===== src/rtl/lsu_split_mem.sv =====
// Load/store unit: splits 1..8 byte accesses that cross a bus word into two aligned beats and reassembles loads.
// Latency: resp_valid 3 cycles after accept (aligned), 5 (split), 1 (no-op/illegal), plus any bus stalls.
// Backpressure: req_ready only in IDLE; each beat is held until mem_req_ready; bus responses awaited indefinitely.
module lsu_split_mem #(
  parameter int DATA_W = 64,
  parameter int ADDR_W = 64,
  parameter logic [ADDR_W-1:0] CLINT_BASE = 'h200_0000,
  parameter logic [ADDR_W-1:0] CLINT_END  = 'h200_BFFF
) (
  input  logic                clk,
  input  logic                rst,
  input  logic                req_valid,
  output logic                req_ready,
  input  logic [ADDR_W-1:0]   req_addr,
  input  logic [2:0]          req_memop,
  input  logic                req_wen,
  input  logic [DATA_W-1:0]   req_wdata,
  output logic                resp_valid,
  output logic [DATA_W-1:0]   resp_rdata,
  output logic                resp_err,
  output logic                mem_req_valid,
  input  logic                mem_req_ready,
  output logic [ADDR_W-1:0]   mem_addr,
  output logic                mem_wen,
  output logic [DATA_W-1:0]   mem_wdata,
  output logic [DATA_W/8-1:0] mem_wmask,
  input  logic                mem_resp_valid,
  input  logic [DATA_W-1:0]   mem_rdata,
  output logic                clint_we,
  output logic                clint_re
);
  localparam int B    = DATA_W / 8;
  localparam int OFFW = $clog2(B);
  localparam int B2   = 2 * B;
  localparam int DW2  = 2 * DATA_W;

  typedef enum logic [1:0] {IDLE, REQ, WAIT, DONE} state_t;
  state_t state_q, state_d;

  logic [ADDR_W-1:0] addr_q;
  logic [2:0]        memop_q;
  logic              wen_q;
  logic [DATA_W-1:0] wdata_q;
  logic              k_q;
  logic              err_q;
  logic              clint_we_q;
  logic              clint_re_q;
  logic [DATA_W-1:0] buf0_q;
  logic [DATA_W-1:0] buf1_q;

  logic accept;
  logic noop;
  logic illegal;
  logic in_clint;

  function automatic int size_bytes(input logic [1:0] sz);
    case (sz)
      2'd3:    return 1;
      2'd2:    return 2;
      2'd1:    return 4;
      default: return 8;
    endcase
  endfunction

  assign req_ready = (state_q == IDLE) && !rst;
  assign accept    = req_valid && req_ready;
  // An 8-byte zero-extended load encoding doubles as the no-op
  assign noop      = !req_wen && (req_memop == 3'b000);
  assign illegal   = (req_memop[1:0] == 2'b00) && (DATA_W == 32) && !noop;
  assign in_clint  = (req_addr >= CLINT_BASE) && (req_addr <= CLINT_END);

  int                off_i;
  int                n_i;
  logic              split;
  logic [DW2-1:0]    wide;
  logic [B2-1:0]     mask2;
  logic [DATA_W-1:0] low;
  logic [DATA_W-1:0] keep;
  logic              sbit;
  logic [DATA_W-1:0] ext_res;

  // Beat formation from the latched request and load reassembly from the two beat buffers
  always_comb begin
    off_i = int'(addr_q[OFFW-1:0]);
    n_i   = size_bytes(memop_q[1:0]);
    split = (off_i + n_i) > B;
    wide  = {{DATA_W{1'b0}}, wdata_q} << (8 * off_i);
    mask2 = B2'((1 << n_i) - 1) << off_i;
    low   = DATA_W'({buf1_q, buf0_q} >> (8 * off_i));
    if (8 * n_i >= DATA_W) begin
      keep = '1;
    end else begin
      keep = (DATA_W'(1) << (8 * n_i)) - DATA_W'(1);
    end
    // keep ^ (keep >> 1) isolates the top kept bit, i.e. the sign bit of the access
    sbit    = memop_q[2] & (|(low & (keep ^ (keep >> 1))));
    ext_res = (low & keep) | (sbit ? ~keep : '0);
  end

  assign mem_req_valid = (state_q == REQ);
  assign mem_wen       = mem_req_valid && wen_q;
  assign mem_addr      = {addr_q[ADDR_W-1:OFFW], {OFFW{1'b0}}} + (k_q ? ADDR_W'(B) : '0);
  assign mem_wdata     = mem_wen ? (k_q ? wide[DW2-1:DATA_W] : wide[DATA_W-1:0]) : '0;
  assign mem_wmask     = mem_wen ? (k_q ? mask2[B2-1:B] : mask2[B-1:0]) : '0;
  assign resp_valid    = (state_q == DONE);
  assign resp_err      = resp_valid && err_q;
  assign resp_rdata    = resp_valid ? ext_res : '0;
  assign clint_we      = clint_we_q;
  assign clint_re      = clint_re_q;

  // Next-state logic: accept, issue beat, await response, report completion
  always_comb begin
    state_d = state_q;
    case (state_q)
      IDLE: if (req_valid) state_d = (noop || illegal) ? DONE : REQ;
      REQ:  if (mem_req_ready) state_d = WAIT;
      WAIT: if (mem_resp_valid) state_d = (split && !k_q) ? REQ : DONE;
      DONE: state_d = IDLE;
      default: state_d = IDLE;
    endcase
  end

  // Request latch, beat counter, read buffers and CLINT strobes
  always_ff @(posedge clk) begin
    if (rst) begin
      state_q    <= IDLE;
      addr_q     <= '0;
      memop_q    <= '0;
      wen_q      <= 1'b0;
      wdata_q    <= '0;
      k_q        <= 1'b0;
      err_q      <= 1'b0;
      buf0_q     <= '0;
      buf1_q     <= '0;
      clint_we_q <= 1'b0;
      clint_re_q <= 1'b0;
    end else begin
      state_q    <= state_d;
      clint_we_q <= 1'b0;
      clint_re_q <= 1'b0;
      if (accept) begin
        addr_q     <= req_addr;
        memop_q    <= req_memop;
        wen_q      <= req_wen;
        wdata_q    <= req_wdata;
        k_q        <= 1'b0;
        err_q      <= illegal;
        buf0_q     <= '0;
        buf1_q     <= '0;
        clint_we_q <= in_clint && req_wen && !illegal;
        clint_re_q <= in_clint && !req_wen && !noop && !illegal;
      end
      if ((state_q == WAIT) && mem_resp_valid) begin
        if (k_q) buf1_q <= mem_rdata;
        else     buf0_q <= mem_rdata;
        if (split && !k_q) k_q <= 1'b1;
      end
    end
  end
endmodule


===== config.mk =====
export PLATFORM = sky130hd
export DESIGN_NAME = lsu_split_mem
export DESIGN_NICKNAME = d
export VERILOG_FILES = /design/src/rtl/lsu_split_mem.sv
export SDC_FILE = /design/constraint.sdc
export NUM_CORES = 1
export LEC_CHECK = 0
export BUFFER_PORTS_ARGS = -buffer_cell sky130_fd_sc_hd__buf_2
export CAP_MARGIN = 20
export CELL_PAD_IN_SITES_DETAIL_PLACEMENT = 0
export CELL_PAD_IN_SITES_GLOBAL_PLACEMENT = 1
export CORE_ASPECT_RATIO = 1.1
export CORE_MARGIN = 1.5
export CORE_UTILIZATION = 44
export DETAILED_ROUTE_END_ITERATION = 16
export PLACE_DENSITY = 0.89
export RECOVER_POWER = 50
export SLEW_MARGIN = 20
export SYNTH_ARGS = -nofsm -noshare
export SYNTH_HDL_FRONTEND = slang
export SYNTH_SLANG_ARGS = --single-unit

===== constraint.sdc =====
create_clock -name clk -period 8.1 [get_ports clk]
set_input_delay 1.215 -clock clk [delete_from_list [all_inputs] [get_ports clk]]
set_output_delay 1.215 -clock clk [all_outputs]
set_load 0.1 [all_outputs]

==> flow_metrics.tcl, run 1 <==
set metrics [dict create \
    setup.worst_path.class "input pin to flop" \
    synth.avg_cell_area_um2 8.41 \
    drt_pre_antenna_iters 6 \
    avgViaCountPerCell 6.09 \
    timing.rr.start "state_q[0]" \
    startpoint_type "input pin" \
    p_per_area_nw_per_um2 187 \
    synthXorXnorAreaFrac_pct 3.01 \
    place_congestion 0.951 \
    reg2reg_to "wen_q" \
    netlist_area_um2 17200 \
    ff_latch_area_um2 5160 \
    critPathMaxFanout 106 \
    cp_data_arrival_time_ns 6.68 \
    nNetsFinal 2519 \
    io_buffers 403 \
    grt_max_degree 107 \
    power_leakage_nw 8.81 \
    cts_tree "done" \
    tightest_slew_ns 3.74 \
    cts_hold_buf 0 \
    cts-resized-gates 0 \
    finalHoldViolations 0 \
    die_height_um 210 \
    critPathCaptureType "flop" \
    grt_pass1_wl_mm 96.5 \
    gr-total-overflow 0 \
    synth_edf_count 0 \
    worst_slack_ns 1.88 \
    die_area_um2 40200 \
    num_vias 17363 \
    place_ws_ns 2.91 \
    nFillCells 3660 \
    cts_setup_buffers 0 \
    drtIter0Drc 1480 \
    wl_per_cell_um 22.6 \
    r2r_slack_ns 4.58 \
    multi_input_area_um2 11100 \
    period_needed_ns 6.22 \
    cts.clk_slew.worst_paths_ns 0.06 \
    grt_use_total_pct 30.9 \
    synth_compound_area_share_pct 16.4 \
    setup_tns_ns 0 \
    dp.final_hpwl_mm 46.1 \
    r2r_cells 5 \
    async_reset_ff_share_pct 0 \
    syn_inst 2040 \
    yosysUniqueCellTypes 62 \
    min_from "wen_q" \
    failed_checks "max-capacitance violations, max-slew violations" \
    synth_top_area_share_pct 30.0 \
    top_level_ports 408 \
    grt_pass1_vias 16567 \
    fin_skew_ns 0.0170 \
    hold_class "flop to flop" \
    core_area_um2 38300 \
    power.total_mw 3.79 \
    cts-root-buf "clkbuf_16" \
    synthMuxAreaShare_pct 19.7 \
    timing.fmax_ghz 0.161 \
    status "complete, but fails checks" \
    route.detailed.drc 0 \
    ant_nets 0 \
    ys_ff_latch 257 \
    clock_path_buffers 3 \
    setup_viol 0 \
    rsz0062_at_grt "no" \
    yosys-top-cells-area "dfxtp_1 (30%), mux4_2 (10%), nand2_1 (8.2%)" \
    yosysSeqAreaShare_pct 30.0 \
    cp.required_ns 8.56 \
    drv_slew 238 \
    synth-adder-area-share_pct 0.481 \
    synth-simple-area-share_pct 24.9 \
    initial_core_util_pct 44.8 \
    worstHoldPathCells 2 \
    synth_area_leader_cell "dfxtp_1" \
    numCtsBuffers 30 \
    min_to "wen_q" \
    area_growth_pct 18.2 \
    peakVddDrop_uv 186 \
    relSlewSlack_pct -149 \
    die_w_um 191 \
    drive_gt1_share_pct 29.7 \
    num_rows 75 \
    antenna_found_initial 15 \
    htree_num_levels 1 \
    finalCritPeriodShare_pct 76.8 \
    ys.flop_type "dfxtp_1" \
    clkLatencyLatePin_ns 0.59 \
    yosys_warnings 0 \
    synth_top_family_by_area "simple AND/OR/NAND/NOR gates" \
    routed_wl_mm 64.5 \
    clkSinkCount 257 \
    cap_violations 3 \
]
## through the flow
stage               utilization, %  instances  instance area, um^2  hold WS, ns
floorplan                        -       2043                17200        0.437
CTS                           52.9       2835                20300        0.478
global route                  52.9       2843                20300        0.497
global placement              50.1       2779                19200        0.461
detailed placement            50.1       2779                19200        0.469
finish                        53.0       2851                20300        0.476
## power breakdown
group	switching, mW	total [mW]	leakage [nW]	internal [mW]
sequential	0.114	1.45	2.10	1.33
combinational	0.600	0.869	6.18	0.269
clock	0.575	1.47	0.527	0.897
## logic make-up (layout without fill, tap and decap cells)
logic type                 count (synthesis)  count (layout)
adders and majority gates                  6               6
buffers and inverters                    210             503
xor gates and xnor gates                  59              59
AOI/OAI and AO/OA                        377             377
and+or+nand+nor                          903             903
other                                      1              19
DFF                                      257             257
muxes                                    227             227
## layout make-up
| class | count | share of cell area [%] |
|---|---|---|
| Multi-Input combinational cell | 1576 | 54.8 |
| Inverter | 21 | 0.389 |
| Clock inverter | 13 | 1.07 |
| Sequential cell | 257 | 25.4 |
| Clock buffer | 43 | 4.24 |
| Antenna cell | 15 | 0.185 |
| Timing Repair Buffer | 426 | 10.8 |
| Tap cell | 500 | 3.08 |
## critical path: stages
cell and delay [ns]:
clkbuf_1 2.22, clkbuf_1 2.75, nand3b_1 0.31, nand2_1 0.07
## per-layer routing
layer / vias to the layer above / track usage, % / part of all wire (%) / wire (um)
li1: 7953 / - / - / -
met4: 8 / 18.5 / 6.6 / 4250
met1: 8307 / 35.8 / 37 / 23600
met5: - / 0 / 0.082 / 53
met3: 210 / 5.74 / 7.9 / 5110
met2: 885 / 52.9 / 49 / 31500
## flip-flops by register name, indices dropped and copies added (netlist names), 2 cells and up
| signal | cells |
|---|---|
| buf0_q | 64 |
| state_q | 2 |
| addr_q | 64 |
| memop_q | 3 |
| wdata_q | 64 |
| buf1_q | 56 |
## layout by cell type, fill, tap and decap left out, types with 6 or more instances in the layout
cell type,Yosys,routed
buf_2,36,398
nand2_1,375,374
dfxtp_1,257,254
nor2_1,235,232
a22oi_1,185,185
nand3b_1,122,122
mux2_2,92,92
mux4_2,78,78
mux2i_1,55,55
a21oi_1,38,38
nand3_1,36,36
o22ai_1,33,33
xnor2_1,30,30
clkbuf_16,0,30
nor3_1,31,29
xor2_1,29,29
o211ai_1,25,25
o211ai_2,22,22
o21ai_0,21,21
buf_4,9,21
nand4_1,19,19
a211oi_1,19,19
inv_1,20,18
and2_1,19,18
nor4_1,17,17
diode_2,0,15
clkbuf_1,118,13
nor2b_1,11,11
o31ai_1,11,11
and3_1,8,8
nand2b_1,7,7
or2_2,6,6
clkinv_2,0,6
clkbuf_8,0,6
## synth_stat cells, types with 19 or more instances
master    count
nor3_1       31
dfxtp_1     257
nand3_1      36
o211ai_2     22
mux4_2       78
o211ai_1     25
a211oi_1     19
buf_2        36
nand2_1     375
nor2_1      235
xor2_1       29
nand4_1      19
nand3b_1    122
and2_1       19
a22oi_1     185
xnor2_1      30
o21ai_0      21
o22ai_1      33
mux2_2       92
mux2i_1      55
a21oi_1      38
inv_1        20
clkbuf_1    118
## how the worst max path moves through the flow
stage	from	end	slack, ns	depth (start not counted)
global placement	addr_q[1]	resp_rdata[63]	3.10	7
global route	rst	addr_q[2]	1.48	3
detailed placement	addr_q[1]	resp_rdata[47]	2.91	7
CTS	addr_q[1]	resp_rdata[47]	2.29	7
floorplan	state_q[0]	mem_wmask[2]	1.57	4
finish	rst	wdata_q[33]	1.88	4
(Power assumes the default switching activity.)
==> inputs of run 2 (changes only) <==
--- a/config.mk
+++ b/config.mk
@@ -11,9 +11,9 @@
 export CELL_PAD_IN_SITES_GLOBAL_PLACEMENT = 1
 export CORE_ASPECT_RATIO = 1.1
 export CORE_MARGIN = 1.5
-export CORE_UTILIZATION = 44
+export CORE_UTILIZATION = 41
 export DETAILED_ROUTE_END_ITERATION = 16
-export PLACE_DENSITY = 0.89
+export PLACE_DENSITY = 0.83
 export RECOVER_POWER = 50
 export SLEW_MARGIN = 20
 export SYNTH_ARGS = -nofsm -noshare
==> constraint.sdc (replaced) <==
create_clock -name clk -period 6.15 [get_ports clk]
set_input_delay 0.9225 -clock clk [delete_from_list [all_inputs] [get_ports clk]]
set_output_delay 0.9225 -clock clk [all_outputs]
set_load 0.1 [all_outputs]
==> run 2 against run 1 <==
  * The run still ends with max-capacitance violations, max-slew violations left
  * Sequential share of layout area barely moved
  * First-iteration DRC count is 6.4% higher
  * Largest power group is now sequential cells
  * Non-clock buffer count decreased by 1
  * Combinational power rose by 35%
  * Global-route usage down 1.3 points
  * Largest cell class unchanged
  * Clock skew is 0.0079 ns lower
  * Via count shrank 1.3%
==> flow_metrics.tcl, run 2 (synthesized netlist as in run 1, its figures left out) <==
set metrics [dict create \
    r2r_slack_ns 1.14 \
    worst_path_max_delay_cell "nor4b_1" \
    core_area_um2 41300 \
    timing.fmax_ghz 0.191 \
    clkSinkCount 257 \
    gr-total-overflow 0 \
    setup_viol 0 \
    power.total_mw 4.89 \
    ant_nets 0 \
    crit_path_end "resp_rdata[49]" \
    cap_violations 2 \
    grt_pass1_vias 16452 \
    nNetsFinal 2517 \
    failed_checks "max-capacitance violations, max-slew violations" \
    critPathCaptureType "primary output" \
    area_growth_pct 18.0 \
    place_ws_ns 1.67 \
    p_per_area_nw_per_um2 242 \
    grt_pass1_wl_mm 98.5 \
    drv_slew 165 \
    grt_max_degree 104 \
    grt_use_total_pct 29.6 \
    timing.critical_path.buf_inv 3 \
    die_w_um 198 \
    die_area_um2 43100 \
    timing.rr.start "state_q[0]" \
    nFillCells 4090 \
    numCtsBuffers 29 \
    startpoint_type "flop" \
    dp.final_hpwl_mm 47.9 \
    routed_wl_mm 66.1 \
    initial_core_util_pct 41.6 \
    crit_cells 8 \
    final_core_util_pct 49.1 \
    cp.required_ns 5.23 \
    wl_per_cell_um 22.8 \
    num_rows 78 \
    period_needed_ns 5.24 \
    crit_top_cell "buf_4" \
    drive_gt1_share_pct 29.5 \
    final_cell_mix "buf_2 (395), nand2_1 (373), dfxtp_1 (254)" \
    reg_top3 "addr_q: 64 flops, buf0_q: 64 flops, wdata_q: 64 flops" \
    peakVddDrop_uv 220 \
    setup_tns_ns 0 \
    cts_tree "done" \
    finalHoldViolations 0 \
    cts.clk_slew.worst_paths_ns 0.06 \
    setup.worst_path.class "flop to primary output" \
    die_height_um 218 \
    fin_skew_ns 0.00910 \
    clock_path_buffers 3 \
    final_common_cell "buf_2" \
    worst_slack_ns 0.911 \
    num_vias 17140 \
    relSlewSlack_pct -158 \
    drtIter0Drc 1575 \
    power_leakage_nw 8.75 \
    antenna_found_initial 12 \
    tightest_slew_ns 3.87 \
    critPathMaxFanout 48 \
    place_congestion 0.961 \
    drt_pre_antenna_iters 6 \
    avgViaCountPerCell 5.91 \
    rsz0062_at_grt "no" \
    finalCritPeriodShare_pct 85.2 \
    worstPathCellList "buf_4, mux2_2, o22ai_1, nor4b_1, o31ai_4, buf_4, o211ai_1, buf_2" \
    cts_hold_buf 0 \
    reg2reg_to "k_q" \
    cts_setup_buffers 0 \
    top_level_ports 408 \
    cts-root-buf "clkbuf_16" \
    htree_num_levels 1 \
    r2r_cells 5 \
    crit_family "buffers and inverters" \
    critPathMaxStageDelay_ns 0.89 \
    crit_path_start "addr_q[1]" \
    clkLatencyLatePin_ns 0.58 \
    io_buffers 403 \
    status "complete, but fails checks" \
    route.detailed.drc 0 \
    hold_class "flop to flop" \
    cp_data_arrival_time_ns 4.32 \
    cts-resized-gates 0 \
]
[run 2: per-stage QoR]
step                hold WS [ns]  cell area, um^2  cells
floorplan                  0.437            17200   2043
global placement           0.463            19300   2839
detailed placement         0.470            19300   2839
CTS                        0.478            20200   2891
global route               0.508            20200   2892
finish                     0.474            20300   2898
[run 2: area by class of cell]
class	count	area, um^2	share of cell area (%)
flip-flops and latches	257	5160	25.5
diodes	7	17.5	0.0865
well taps	560	701	3.46
inverters	21	78.8	0.389
clock inverters	11	161	0.797
multi-input cells	1576	11100	55.0
repair buffers	425	2180	10.7
clock buffers	41	821	4.05
[run 2: worst register-to-register path, cell delays in order (launching register included)]
cell	delay [ns]
dfxtp_1	0.38
nor3_1	0.49
and2_0	2.48
buf_4	1.05
nor3_1	0.13
a31o_2	0.36
[run 2: routing by layer]
| layer | part of all wire (%) | GRT usage (%) | vias to the layer above |
|---|---|---|---|
| li1 | - | - | 7925 |
| met1 | 39 | 35.4 | 8222 |
| met2 | 48 | 51.2 | 803 |
| met3 | 7.1 | 4.86 | 176 |
| met4 | 5.7 | 14.9 | 14 |
| met5 | 0.15 | 0 | - |
[run 2: power by group]
part	switching [mW]	internal [mW]	total (mW)
registers	0.148	1.75	1.90
logic	0.810	0.357	1.17
clock network	0.734	1.09	1.82
[run 2: how the worst min path moves through the flow]
stage                     depth (start not counted)     to  startpoint  slack (ns)
final                                             2  wen_q       wen_q        0.47
after global routing                              2  wen_q       wen_q        0.51
after CTS                                         2  wen_q       wen_q        0.48
after detailed placement                          2  wen_q       wen_q        0.47
after global placement                            2  wen_q       wen_q        0.46
after floorplan                                   2  wen_q       wen_q        0.44
==> inputs of run 3 (changes only) <==
--- a/config.mk
+++ b/config.mk
@@ -11,9 +11,9 @@
 export CELL_PAD_IN_SITES_GLOBAL_PLACEMENT = 1
 export CORE_ASPECT_RATIO = 1.1
 export CORE_MARGIN = 1.5
-export CORE_UTILIZATION = 41
+export CORE_UTILIZATION = 30
 export DETAILED_ROUTE_END_ITERATION = 16
-export PLACE_DENSITY = 0.83
+export PLACE_DENSITY = 0.64
 export RECOVER_POWER = 50
 export SLEW_MARGIN = 20
 export SYNTH_ARGS = -nofsm -noshare
==> run 3 against run 2 <==
  * The run still ends with max-capacitance violations, max-slew violations left
  * Sequential cell count unchanged
  * Global-route usage down 5.7 points
  * Core utilization down 12 points
  * Power up 3.8%
  * Die area up 36%
  * First-iteration DRC count down 18%
  * Critical path type is now input pin to flop
  * Critical endpoint is now addr_q[8]
  * Largest power group is now clock
  * Highest routed layer unchanged
==> flow_metrics.tcl, run 3 (synthesized netlist as in run 1, its figures left out) <==
set metrics [dict create \
    power_leakage_nw 8.82 \
    ant_nets 0 \
    route.detailed.drc 0 \
    grt_pass1_wl_mm 107 \
    status "complete, but fails checks" \
    period_needed_ns 5.29 \
    grt_use_met3_pct 3.82 \
    drt_pre_antenna_iters 5 \
    die_w_um 231 \
    drv_slew 336 \
    place_congestion 0.917 \
    startpoint_type "input pin" \
    peakVddDrop_uv 158 \
    drtIter0Drc 1291 \
    finalHoldViolations 0 \
    tightest_slew_ns 2.57 \
    initial_core_util_pct 30.4 \
    critPathCaptureType "flop" \
    clkSinkCount 257 \
    io_buffers 403 \
    cts_tree "done" \
    antenna_found_initial 20 \
    area_growth_pct 20.2 \
    reg_top3 "addr_q: 64 flops, buf0_q: 64 flops, wdata_q: 64 flops" \
    die_height_um 254 \
    core_area_um2 56400 \
    avgViaCountPerCell 5.53 \
    cts_hold_buf 0 \
    finalCritPeriodShare_pct 86.0 \
    relSlewSlack_pct -71.2 \
    cts-resized-gates 0 \
    drive_gt1_share_pct 29.7 \
    worst_slack_ns 0.861 \
    power.total_mw 5.08 \
    use_met1_pct 27.7 \
    final_common_cell "buf_2" \
    cts-root-buf "clkbuf_16" \
    num_rows 91 \
    critPathMaxFanout 131 \
    gr-total-overflow 0 \
    cp.required_ns 6.63 \
    fin_skew_ns 0.0181 \
    numPlacedInstances 3024 \
    die_area_um2 58700 \
    numCtsBuffers 34 \
    final_cell_mix "buf_2 (395), nand2_1 (374), dfxtp_1 (254)" \
    grt_use_total_pct 23.9 \
    num_vias 17101 \
    cts_setup_buffers 0 \
    htree_num_levels 2 \
    cts.clk_slew.worst_paths_ns 0.05 \
    setup_viol 0 \
    setup.worst_path.class "input pin to flop" \
    clkLatencyLatePin_ns 0.55 \
    hold_slack_ns 0.475 \
    rsz0062_at_grt "no" \
    timing.fmax_ghz 0.189 \
    grt_busiest_layer "met2" \
    place_ws_ns 1.53 \
    wl_per_cell_um 23.4 \
    routed_wl_mm 72.4 \
    nNetsFinal 2524 \
    p_per_area_nw_per_um2 246 \
    setup_tns_ns 0 \
    failed_checks "max-capacitance violations, max-slew violations" \
    top_level_ports 408 \
    instances_no_fill 3092 \
    grt_max_degree 132 \
    dp.final_hpwl_mm 52.8 \
    cp_data_arrival_time_ns 5.77 \
    cap_violations 4 \
    grt_pass1_vias 16959 \
    use_met2_pct 43.2 \
    hold_class "flop to flop" \
    clock_path_buffers 3 \
]
-- run 3: cell count changes in the layout (fill, tap and decap cells not counted), sizes merged --
cell	previous run	this run
diode	7	6
clkbuf	49	65
inv	22	19
bufinv	4	1
clkinvlp	1	2
-- run 3: layer usage --
layer  vias up  share of wire [%]
met5         -               0.11
met3       140                5.8
met2       666                 51
li1       7938                  -
met1      8343                 39
met4        14                4.2
-- run 3: layout make-up --
cell class                      count  area (um^2)
Fill cell                        6000        35700
Multi-Input combinational cell   1576        11100
Sequential cell                   257         5160
Timing Repair Buffer              427         2190
Clock buffer                       55         1060
Tap cell                          744          931
Inverter                           21         81.3
Clock inverter                      6         60.1
Antenna cell                        6         15.0
-- run 3: final timing paths --
path                                  from  slack [ns]         to  cells past startpoint
worst min-delay path                 wen_q        0.48      wen_q                      2
worst min register to register       wen_q        0.48      wen_q                      2
worst max register to register  state_q[0]        2.48  addr_q[8]                      5
worst max-delay path                   rst        0.86  addr_q[8]                      6
-- run 3: worst max-delay path, stage by stage --
cell and delay (ns):
clkbuf_2 1.61, nor3_1 0.28, nand2_1 1.86, buf_4 0.78
nand3b_1 0.16, nand2_1 0.10
-- run 3: metrics by stage --
| step | instance area (um^2) | util [%] |
|---|---|---|
| floorplan | 17200 | - |
| global placement | 19500 | 34.6 |
| detailed placement | 19500 | 34.6 |
| CTS | 20600 | 36.6 |
| global route | 20600 | 36.6 |
| finish | 20600 | 36.6 |
-- run 3: power breakdown --
| part | internal [mW] | switching, mW | total, mW |
|---|---|---|---|
| clock | 1.22 | 0.787 | 2.01 |
| combinational | 0.357 | 0.820 | 1.18 |
| sequential | 1.75 | 0.139 | 1.89 |
| total | 3.33 | 1.75 | 5.08 |
